### config.mk
export PLATFORM = sky130hd
export DESIGN_NAME = approx_mul_arbiter
export DESIGN_NICKNAME = d
export VERILOG_FILES = /design/src/rtl/approx_mul_arbiter.sv
export SDC_FILE = /design/constraint.sdc
export NUM_CORES = 1
export LEC_CHECK = 0
export CORE_MARGIN = 4
export CORE_UTILIZATION = 43
export DETAILED_ROUTE_END_ITERATION = 7
export PLACE_DENSITY = 0.95
export SYNTH_ARGS = -nofsm -noshare
export SYNTH_HDL_FRONTEND = slang
export SYNTH_SLANG_ARGS = --single-unit
### constraint.sdc
create_clock -name clk -period 4.1 [get_ports clk]
set_input_delay 0.82 -clock clk [delete_from_list [all_inputs] [get_ports clk]]
set_output_delay 0.82 -clock clk [all_outputs]
set_load 0.02 [all_outputs]
### src/rtl/approx_mul_arbiter.sv
// Round-robin share of one external combinational 8x8 approximate multiplier among NREQ requesters.
// Latency: accept at edge k, operands on mul_x/mul_y after k, tagged response after k+1.
// Backpressure: a stalled response holds stage 1 full, which drops every req_ready.
module approx_mul_arbiter #(
  parameter int NREQ = 4,
  parameter int W    = 8,
  parameter int IDW  = 2
) (
  input  logic              clk,
  input  logic              rst_n,
  input  logic [NREQ-1:0]   req_valid,
  input  logic [NREQ*W-1:0] req_x,
  input  logic [NREQ*W-1:0] req_y,
  output logic [NREQ-1:0]   req_ready,
  output logic [W-1:0]      mul_x,
  output logic [W-1:0]      mul_y,
  input  logic [2*W-1:0]    mul_z,
  output logic              rsp_valid,
  output logic [IDW-1:0]    rsp_id,
  output logic [2*W-1:0]    rsp_z,
  input  logic              rsp_ready,
  output logic [15:0]       op_cnt
);

  logic            s1_valid;
  logic [IDW-1:0]  s1_id;
  logic [IDW-1:0]  rr_ptr;
  logic            adv1;
  logic            adv2;
  logic            any_req;
  logic [IDW-1:0]  gnt_idx;
  logic [NREQ-1:0] grant;
  logic [IDW-1:0]  next_ptr;
  logic            accept;
  logic            rsp_hs;

  assign adv2   = s1_valid & (~rsp_valid | rsp_ready);
  assign adv1   = ~s1_valid | adv2;
  assign rsp_hs = rsp_valid & rsp_ready;

  // Search starts at rr_ptr and wraps, so the last-served requester goes to the back.
  always_comb begin
    int idx;
    any_req = 1'b0;
    gnt_idx = '0;
    grant   = '0;
    idx     = 0;
    for (int k = 0; k < NREQ; k++) begin
      idx = int'(rr_ptr) + k;
      if (idx >= NREQ) idx = idx - NREQ;
      if (!any_req && req_valid[IDW'(idx)]) begin
        any_req = 1'b1;
        gnt_idx = IDW'(idx);
      end
    end
    if (any_req) grant = NREQ'(1) << gnt_idx;
  end

  assign next_ptr  = (gnt_idx == IDW'(NREQ - 1)) ? '0 : gnt_idx + 1'b1;
  assign accept    = adv1 & any_req;
  assign req_ready = grant & {NREQ{adv1 & rst_n}};

  // Operand registers only load on accept so the multiplier inputs stay quiet when idle.
  always_ff @(posedge clk or negedge rst_n) begin
    if (!rst_n) begin
      s1_valid <= 1'b0;
      s1_id    <= '0;
      mul_x    <= '0;
      mul_y    <= '0;
      rr_ptr   <= '0;
    end else if (adv1) begin
      s1_valid <= any_req;
      if (any_req) begin
        mul_x  <= req_x[gnt_idx*W +: W];
        mul_y  <= req_y[gnt_idx*W +: W];
        s1_id  <= gnt_idx;
        rr_ptr <= next_ptr;
      end
    end
  end

  always_ff @(posedge clk or negedge rst_n) begin
    if (!rst_n) begin
      rsp_valid <= 1'b0;
      rsp_id    <= '0;
      rsp_z     <= '0;
    end else if (adv2) begin
      rsp_valid <= 1'b1;
      rsp_id    <= s1_id;
      rsp_z     <= mul_z;
    end else if (rsp_hs) begin
      rsp_valid <= 1'b0;
    end
  end

  always_ff @(posedge clk or negedge rst_n) begin
    if (!rst_n) op_cnt <= '0;
    else if (rsp_hs) op_cnt <= op_cnt + 16'd1;
  end

  logic unused_accept;
  assign unused_accept = accept;

endmodule

Yosys cells after proc, flatten, opt, wreduce, memory -nomap -nowiden
Index checks and enable logic that the tools add are counted.
- register bits: 56
- bits of input ports: 87
- word-level logic and storage cells: 74
- bitwise gates (word level): 8
- magnitude comparators: 8
- shift operators: 3
- $add $sub $neg: 9
- multiplexer cells: 28
- reduce and logical (&&, ||, !) cells: 8
- equality and inequality tests: 1
- operator list (kind ; number):
    32-bit by 6-bit indexed part select with 8-bit output ; 2
    2-bit 2-to-1 mux ; 9
    16-bit by 1-bit adder with 16-bit output, second input constant ; 1
    2-bit by 4-bit < comparator with 1-bit output, second input constant ; 4
    1-bit 2-to-1 mux ; 14
    3-bit greater-or-equal comparator, second input constant ; 3
    1-bit binary-select mux with 2-bit select ; 4
    2-bit by 1-bit subtractor with 2-bit output, second input constant ; 4
    2-bit by 2-bit adder with 3-bit output, second input constant ; 2
    4-bit AND ; 1
    4-bit 2-to-1 mux ; 1
    1-bit by 2-bit left shift with 4-bit output, first input constant ; 1
    2-bit by 1-bit adder with 3-bit output, second input constant ; 1
    1-bit AND ; 3
    2-bit by 3-bit greater-or-equal comparator with 1-bit output, second input constant ; 1
    1-bit logical AND ; 3
    1-bit logical NOT ; 3
    2-bit by 1-bit adder with 2-bit output, second input constant ; 1
    2-bit == test, second input constant ; 1
    1-bit inverter ; 2
    1-bit OR ; 2
    2-bit AND reduction ; 1
    2-bit nonzero test ; 1

Longest topological paths before layout
Gate-level depths: netlist of the first run.
- depth after elaboration: 18
- gate-level depth with buffers: 10
- depth with buffers taken out: 7

Worst setup path before layout of the first run
No wires, ideal clock.
- path kind: input to output
- start point: in req_valid[2]
- end point: out req_ready[3]
- buffers on the path: 2
- required time: 3.280 ns
- data arrival time: 2.025 ns
- setup slack: 1.255 ns
- stages on the path: 8
- path through: nor2b_1 > o21ai_0 > o221ai_1 > buf_4 > buf_6 > inv_1 > ha_1 > and3_1
- longest elaborated chain between the ends: 16
- elaborated cells on any way between the ends: 29
- those cells by class: shift (1); mux (21); bitwise (1); reduce/logical (6)
- RTL lines (what ; RTL line ; source):
    start, declared ; 11 ; input logic [NREQ-1:0] req_valid,
    1-bit binary-select mux with 2-bit select ; 51 ; if (!any_req && req_valid[IDW'(idx)]) begin
    1-bit 2-to-1 mux (not written as such) (2 in a row) ; 51 ;
    1-bit 2-to-1 mux ; 51 ;
    1-bit logical NOT ; 51 ;
    1-bit logical AND ; 51 ;
    1-bit 2-to-1 mux ; 51 ;
    1-bit logical NOT ; 51 ;
    1-bit logical AND ; 51 ;
    1-bit 2-to-1 mux ; 51 ;
    1-bit logical NOT ; 51 ;
    1-bit logical AND ; 51 ;
    2-bit 2-to-1 mux ; 51 ;
    1-bit by 2-bit left shift with 4-bit output ; 56 ; if (any_req) grant = NREQ'(1) << gnt_idx;
    4-bit 2-to-1 mux * ; 56 ;
    4-bit AND * ; 61 ; assign req_ready = grant & {NREQ{adv1 & rst_n}};
    end, declared ; 14 ; output logic [NREQ-1:0] req_ready,
Mark *: on every way between the ends. The rest lies on a longest branch, timed or not. The select of a mux whose other input is x is not followed.

Worst setup path after layout of the first run
- start point: in req_valid[3]
- end point: out req_ready[2]
The elaborated chain is that of the path after synthesis.

==> impl_metrics.ini, run 1 <==
[drt]
drtIter0Drc = 111
drcViolationCount = 0
dr.pass1.iters = 4
drtAntennaViolNets = 0
wl_per_cell_um = 16.8
drt-total-wl_um = 7700
num_vias = 2453
drt-vias-per-instance = 5.37

[worst_setup_path]
critPathSlowestCell = clkdlybuf4s50_1
rr_worst_depth = 5
r2r-end = mul_y[0]$_DFFE_PN0P_
cp-endpoint = req_ready[2]
cp_cell_sequence = clkdlybuf4s50_1 -> nor4_4 -> a31oi_2 -> nand2_1 -> nor3b_1 -> clkdlybuf4s50_1
crit_path_start_kind = primary input
path_max_fanout = 8
reg2reg_from = rr_ptr[0]$_DFFE_PN0P_
cp_num_cells = 6
cp-startpoint = req_valid[3]
crit_buf_inv = 2
critPathKind = primary input to output port
reg2reg_slack_ns = 2.18
cpMostUsedCell = clkdlybuf4s50_1
crit_path_end_kind = output port
slowest_delay_ns = 0.67
arrival_ns = 3.04
cp_top_family = buffers and inverters
required_ns = 3.28

[clock_network]
cts-root-buf = clkbuf_8
cts_tree = done
cts_resized = 0
cts_made_buffers = 5
cts_setup_buffers = 0
ctsHoldBuffers = 0
worstSkewPairLatency_ns = 0.30
h-tree-depth = 2
cts.clk_slew.worst_paths_ns = 0.10
clock_path_buffers = 2
cts.sinks = 56

[sta]
rsz0062_at_grt = false
layout_min_cycle_time_ns = 3.86
period_share_pct = 94.2
finalMaxSlewViolations = 0
slew_headroom_pct = 49.9
fin_skew_ns = 0.00267
setup_violations = 0
tns_ns = 0
finalHoldViolCount = 0
fmax_mhz = 259
worstMarginPinSlew_ns = 0.750
setup_ws_ns = 0.238

[pwr]
vdd_drop_max_v = 0.000266
p_per_area_mw_per_mm2 = 463
fin_total_pwr_mw = 2.01
power.leakage_nw = 1.79

[logic_synthesis]
synthSimpleGateAreaFrac_pct = 13.2
synth_mux_area_share_pct = 13.4
synth-seq-cells = 56
synthTopCellsByCount = 56 x dfrtp_1, 19 x mux2_2, 16 x and2_1, 16 x mux2i_1, 16 x nand2_1
synth-xor-area-share_pct = 4.72
synth_top_family_by_area = compound AO/OA/AOI/OAI gates
ys_seq_area_share_pct = 50.3
syn_area_sq_mm = 0.00279
syn_area_per_cell_sq_um = 11.7
synthFlopType = dfrtp_1
synth_area_leaders = dfrtp_1 50%, mux2_2 7.7%, mux2i_1 5.8%, a221oi_2 5.4%, and2_1 3.6%
syn_inst = 238
synth.most_common_cell = dfrtp_1
yosysWarnings = 0
netlist-cell-type-count = 36
synth_top_area_cell = dfrtp_1
synthArstFlopShare_pct = 100
synth_adder_area_share_pct = 0.898
syn_nets = 327
synth-edff-count = 0
synth_compound_area_share_pct = 14.4
synth_top_area_share_pct = 50.3

[floorplanning]
fp.coreArea_sq_mm = 0.00631
row_count = 29
dieHeight_um = 88.5
die_w_um = 88.5
start_util_pct = 44.1
die-area_sq_mm = 0.00783
ios = 142

[layout]
synthToLayoutAreaGrowth_pct = 55.8
multi_input_area_sq_mm = 0.00130
n_fill_cell = 498
nNetsFinal = 468
fin_area_sq_mm = 0.00434
drive_above_1_share_pct = 12.1
n_antenna_cell = 0
regArea_sq_mm = 0.00140

[place]
preCtsSetupSlack_ns = 0.241
hpwl_um = 6070
numPortBuffers = 141
placed_cell_area_sq_mm = 0.00425
gp_congestion = 0.746

[outcome]
status = complete, no violations

[global_routing]
grtUsageMet2_pct = 34.8
grt-ovfl-total = 0
grtUsageMet3_pct = 6.05
grt_max_degree = 57
grt_usage_pct = 20.0
use_met1_pct = 23.9
grt_pass1_vias = 2544
busiest_layer = met2
antenna_found_initial = 0
grt_pass1_wl_um = 12300

[job]
max_cap_viol_count = 0

[min_path]
hp-class = flip-flop to flip-flop
-- layer usage --
layer,vias to the layer above,share of wire [%]
li1,1140,-
met1,1179,39
met2,124,49
met3,10,11
met4,0,1.5
met5,-,0
-- sequential cells by signal (all words and copies together), names as in the netlist --
name       flops
mul_y          8
rsp_z         16
rr_ptr         2
op_cnt        16
s1_id          2
rsp_id         2
rsp_valid      1
mul_x          8
s1_valid       1
-- power breakdown --
part           total (mW)  switching, mW  leakage (nW)  internal, mW
clock               0.310          0.172        0.0445         0.138
sequential          0.783         0.0981         0.685         0.685
combinational       0.914          0.445          1.06         0.469
-- final cells by class --
cell class | count | share of cell area, %
multi-input combinational | 168 | 30.0
clock buffer | 7 | 1.99
inverter | 4 | 0.346
timing repair buffer | 144 | 32.9
clock inverter | 1 | 0.173
tap | 77 | 2.22
sequential | 56 | 32.3
-- cells by family after synthesis --
kind of cell	count (synthesis)
xor gates and xnor gates	15
AOI/OAI and AO/OA	49
muxes	35
and+or+nand+nor	67
buffers and inverters	14
adders and majority gates	2
DFF	56
-- worst reg2reg max path, delay by kind of cell (launching register included) --
family	cells	cell delay, ns
AND/OR/NAND/NOR	3	0.82
flip-flops	1	0.45
AO/OA/AOI/OAI	2	0.51
-- through the flow --
| stage | utilization (%) | std cells | hold WS, ns |
|---|---|---|---|
| 2_1_floorplan | - | 238 | 0.443 |
| 3_3_place_gp | 67.2 | 449 | 0.457 |
| 3_5_place_dp | 67.2 | 449 | 0.477 |
| 4_1_cts | 68.7 | 457 | 0.501 |
| 5_1_grt | 68.7 | 457 | 0.512 |
| 6_report | 68.7 | 457 | 0.492 |
-- how the worst min path moves through the flow --
stage / from / end / slack [ns] / cells after the start
6_report: s1_id[1]$_DFFE_PN0P_ / s1_id[1]$_DFFE_PN0P_ / 0.49 / 2
5_1_grt: op_cnt[15]$_DFFE_PN0P_ / op_cnt[15]$_DFFE_PN0P_ / 0.51 / 1
4_1_cts: s1_id[0]$_DFFE_PN0P_ / s1_id[0]$_DFFE_PN0P_ / 0.50 / 2
3_5_place_dp: s1_id[1]$_DFFE_PN0P_ / s1_id[1]$_DFFE_PN0P_ / 0.48 / 2
3_3_place_gp: s1_id[1]$_DFFE_PN0P_ / s1_id[1]$_DFFE_PN0P_ / 0.46 / 2
2_1_floorplan: s1_id[1]$_DFFE_PN0P_ / s1_id[1]$_DFFE_PN0P_ / 0.44 / 2
-- layout by cell type (no fill, tap or decap), drive strengths merged, types with 7 or more instances in the layout --
cell | synthesis | final
o21ai | 22 | 22
mux2 | 19 | 19
nand2 | 16 | 16
clkbuf | 0 | 7
nand3 | 7 | 7
a221oi | 16 | 16
nor2 | 10 | 10
xnor2 | 11 | 11
dfrtp | 56 | 56
clkdlybuf4s50 | 0 | 140
and2 | 16 | 16
mux2i | 16 | 16
Note: power is estimated with default switching activity, not from simulation.
==> run 2: changes to the inputs <==
--- a/config.mk
+++ b/config.mk
@@ -8,7 +8,7 @@
 export CORE_MARGIN = 4
 export CORE_UTILIZATION = 43
 export DETAILED_ROUTE_END_ITERATION = 7
-export PLACE_DENSITY = 0.95
+export PLACE_DENSITY = 0.83
 export SYNTH_ARGS = -nofsm -noshare
 export SYNTH_HDL_FRONTEND = slang
 export SYNTH_SLANG_ARGS = --single-unit
==> run 2 against run 1 <==
Effect of this change: routed wire length fell by 6.8%; sequential share of layout area hardly changed; clock-buffer cell count shrank 2; combinational power fell by 1%; non-clock buffer count unchanged; critical path depth rose by 2; die area unchanged; total power is 0.22% lower; flip-flop and latch count stayed put; cell area barely moved; highest routed layer unchanged; register-to-register slack improved by 0.09 ns; maximum frequency is 1.2% higher.
==> impl_metrics.ini, run 2 (synthesized netlist as in run 1, its figures left out) <==
[outcome]
status = complete, no violations

[clock_network]
cts.clk_slew.worst_paths_ns = 0.10
cts_setup_buffers = 0
h-tree-depth = 2
cts.sinks = 56
cts-root-buf = clkbuf_8
cts_made_buffers = 5
cts_resized = 0
ctsHoldBuffers = 0
worstSkewPairLatency_ns = 0.31
clock_path_buffers = 2
cts_tree = done

[worst_setup_path]
cp_cell_sequence = clkdlybuf4s50_1 -> nor2b_1 -> o21ai_0 -> o221ai_2 -> inv_1 -> ha_1 -> and3_1 -> clkdlybuf4s50_1
arrival_ns = 3.00
slowest_delay_ns = 0.65
critPathKind = primary input to output port
required_ns = 3.28
path_max_fanout = 7
critPathSlowestCell = clkdlybuf4s50_1
reg2reg_slack_ns = 2.27
cp_top_family = buffers and inverters
crit_path_end_kind = output port
crit_path_start_kind = primary input
crit_buf_inv = 3
cpMostUsedCell = clkdlybuf4s50_1

[floorplanning]
die-area_sq_mm = 0.00783
row_count = 29
die_w_um = 88.5
dieHeight_um = 88.5
ios = 142
fp.coreArea_sq_mm = 0.00631
start_util_pct = 44.1

[sta]
fin_skew_ns = 0.00926
rsz0062_at_grt = false
slew_headroom_pct = 51.0
setup_violations = 0
finalMaxSlewViolations = 0
worstMarginPinSlew_ns = 0.733
period_share_pct = 93.1
layout_min_cycle_time_ns = 3.82
fmax_mhz = 262
finalHoldViolCount = 0
setup_ws_ns = 0.284
timing.hold.ws_ns = 0.484
tns_ns = 0

[place]
preCtsSetupSlack_ns = 0.275
dp_cells = 449
hpwl_um = 5560
gp_congestion = 0.912
numPortBuffers = 141

[pwr]
power.leakage_nw = 1.79
vdd_drop_max_v = 0.000282
p_per_area_mw_per_mm2 = 461

[layout]
mostFrequentLayoutCell = clkdlybuf4s50_1
top_regs = op_cnt x16, rsp_z x16
drive_above_1_share_pct = 12.4
fin_cells = 457
nNetsFinal = 468
synthToLayoutAreaGrowth_pct = 55.9
layout_common_cells = 140 x clkdlybuf4s50_1, 56 x dfrtp_1, 19 x mux2_2
n_antenna_cell = 0

[drt]
dr.pass1.iters = 4
drtIter0Drc = 139
drt-total-wl_um = 7170
drcViolationCount = 0
drtAntennaViolNets = 0
num_vias = 2389
wl_per_cell_um = 15.7
drt-vias-per-instance = 5.23

[global_routing]
antenna_found_initial = 0
grt_pass1_vias = 2449
grt_pass1_wl_um = 11300
grt_usage_pct = 18.2
grt-ovfl-total = 0
grt_max_degree = 57

[job]
max_cap_viol_count = 0

[min_path]
hp-class = flip-flop to flip-flop
run 2: cell count changes in the layout (fill, tap and decap cells not counted), sizes merged:
cell / change
inv: +1
clkinv: +1
clkbuf: -2
run 2: stage by stage:
| stage | power [mW] | util [%] | instance area [sq um] |
|---|---|---|---|
| after floorplan | 1.27 | - | 2790 |
| after global placement | 1.68 | 67.2 | 4250 |
| after detailed placement | 1.71 | 67.2 | 4250 |
| after CTS | 2.03 | 68.8 | 4340 |
| after global routing | 2.13 | 68.8 | 4340 |
| final | 2.00 | 68.8 | 4340 |
run 2: final cells by class:
class / count / area (sq um)
Sequential cell: 56 / 1400
Timing Repair Buffer: 144 / 1430
Fill cell: 529 / 1970
Inverter: 4 / 15.0
Tap cell: 77 / 96.3
Clock buffer: 5 / 68.8
Multi-Input combinational cell: 168 / 1300
Clock inverter: 3 / 27.5
run 2: path summary, 6_finish.rpt:
check                                        from                     end  cells past startpoint
setup / recovery                     req_valid[1]            req_ready[3]                      8
hold / removal             op_cnt[15]$_DFFE_PN0P_  op_cnt[15]$_DFFE_PN0P_                      1
setup reg to reg            rsp_valid$_DFFE_PN0P_    mul_y[1]$_DFFE_PN0P_                      5
hold reg to reg            op_cnt[15]$_DFFE_PN0P_  op_cnt[15]$_DFFE_PN0P_                      1
max in group asynchronous                   rst_n    mul_y[0]$_DFFE_PN0P_                      2
min in group asynchronous                   rst_n   op_cnt[1]$_DFFE_PN0P_                      2
run 2: report_power, final:
part / leakage (nW) / switching [mW] / internal [mW]
combinational: 1.06 / 0.435 / 0.468
clock: 0.0463 / 0.189 / 0.126
sequential: 0.685 / 0.0995 / 0.685
run 2: metal layers:
layer / track usage, % / vias up / wire, um
li1: - / 1145 / -
met1: 21.4 / 1125 / 2880
met2: 31.7 / 115 / 3400
met3: 7.17 / 4 / 845
met4: 3.71 / 0 / 43
met5: 0 / - / 0
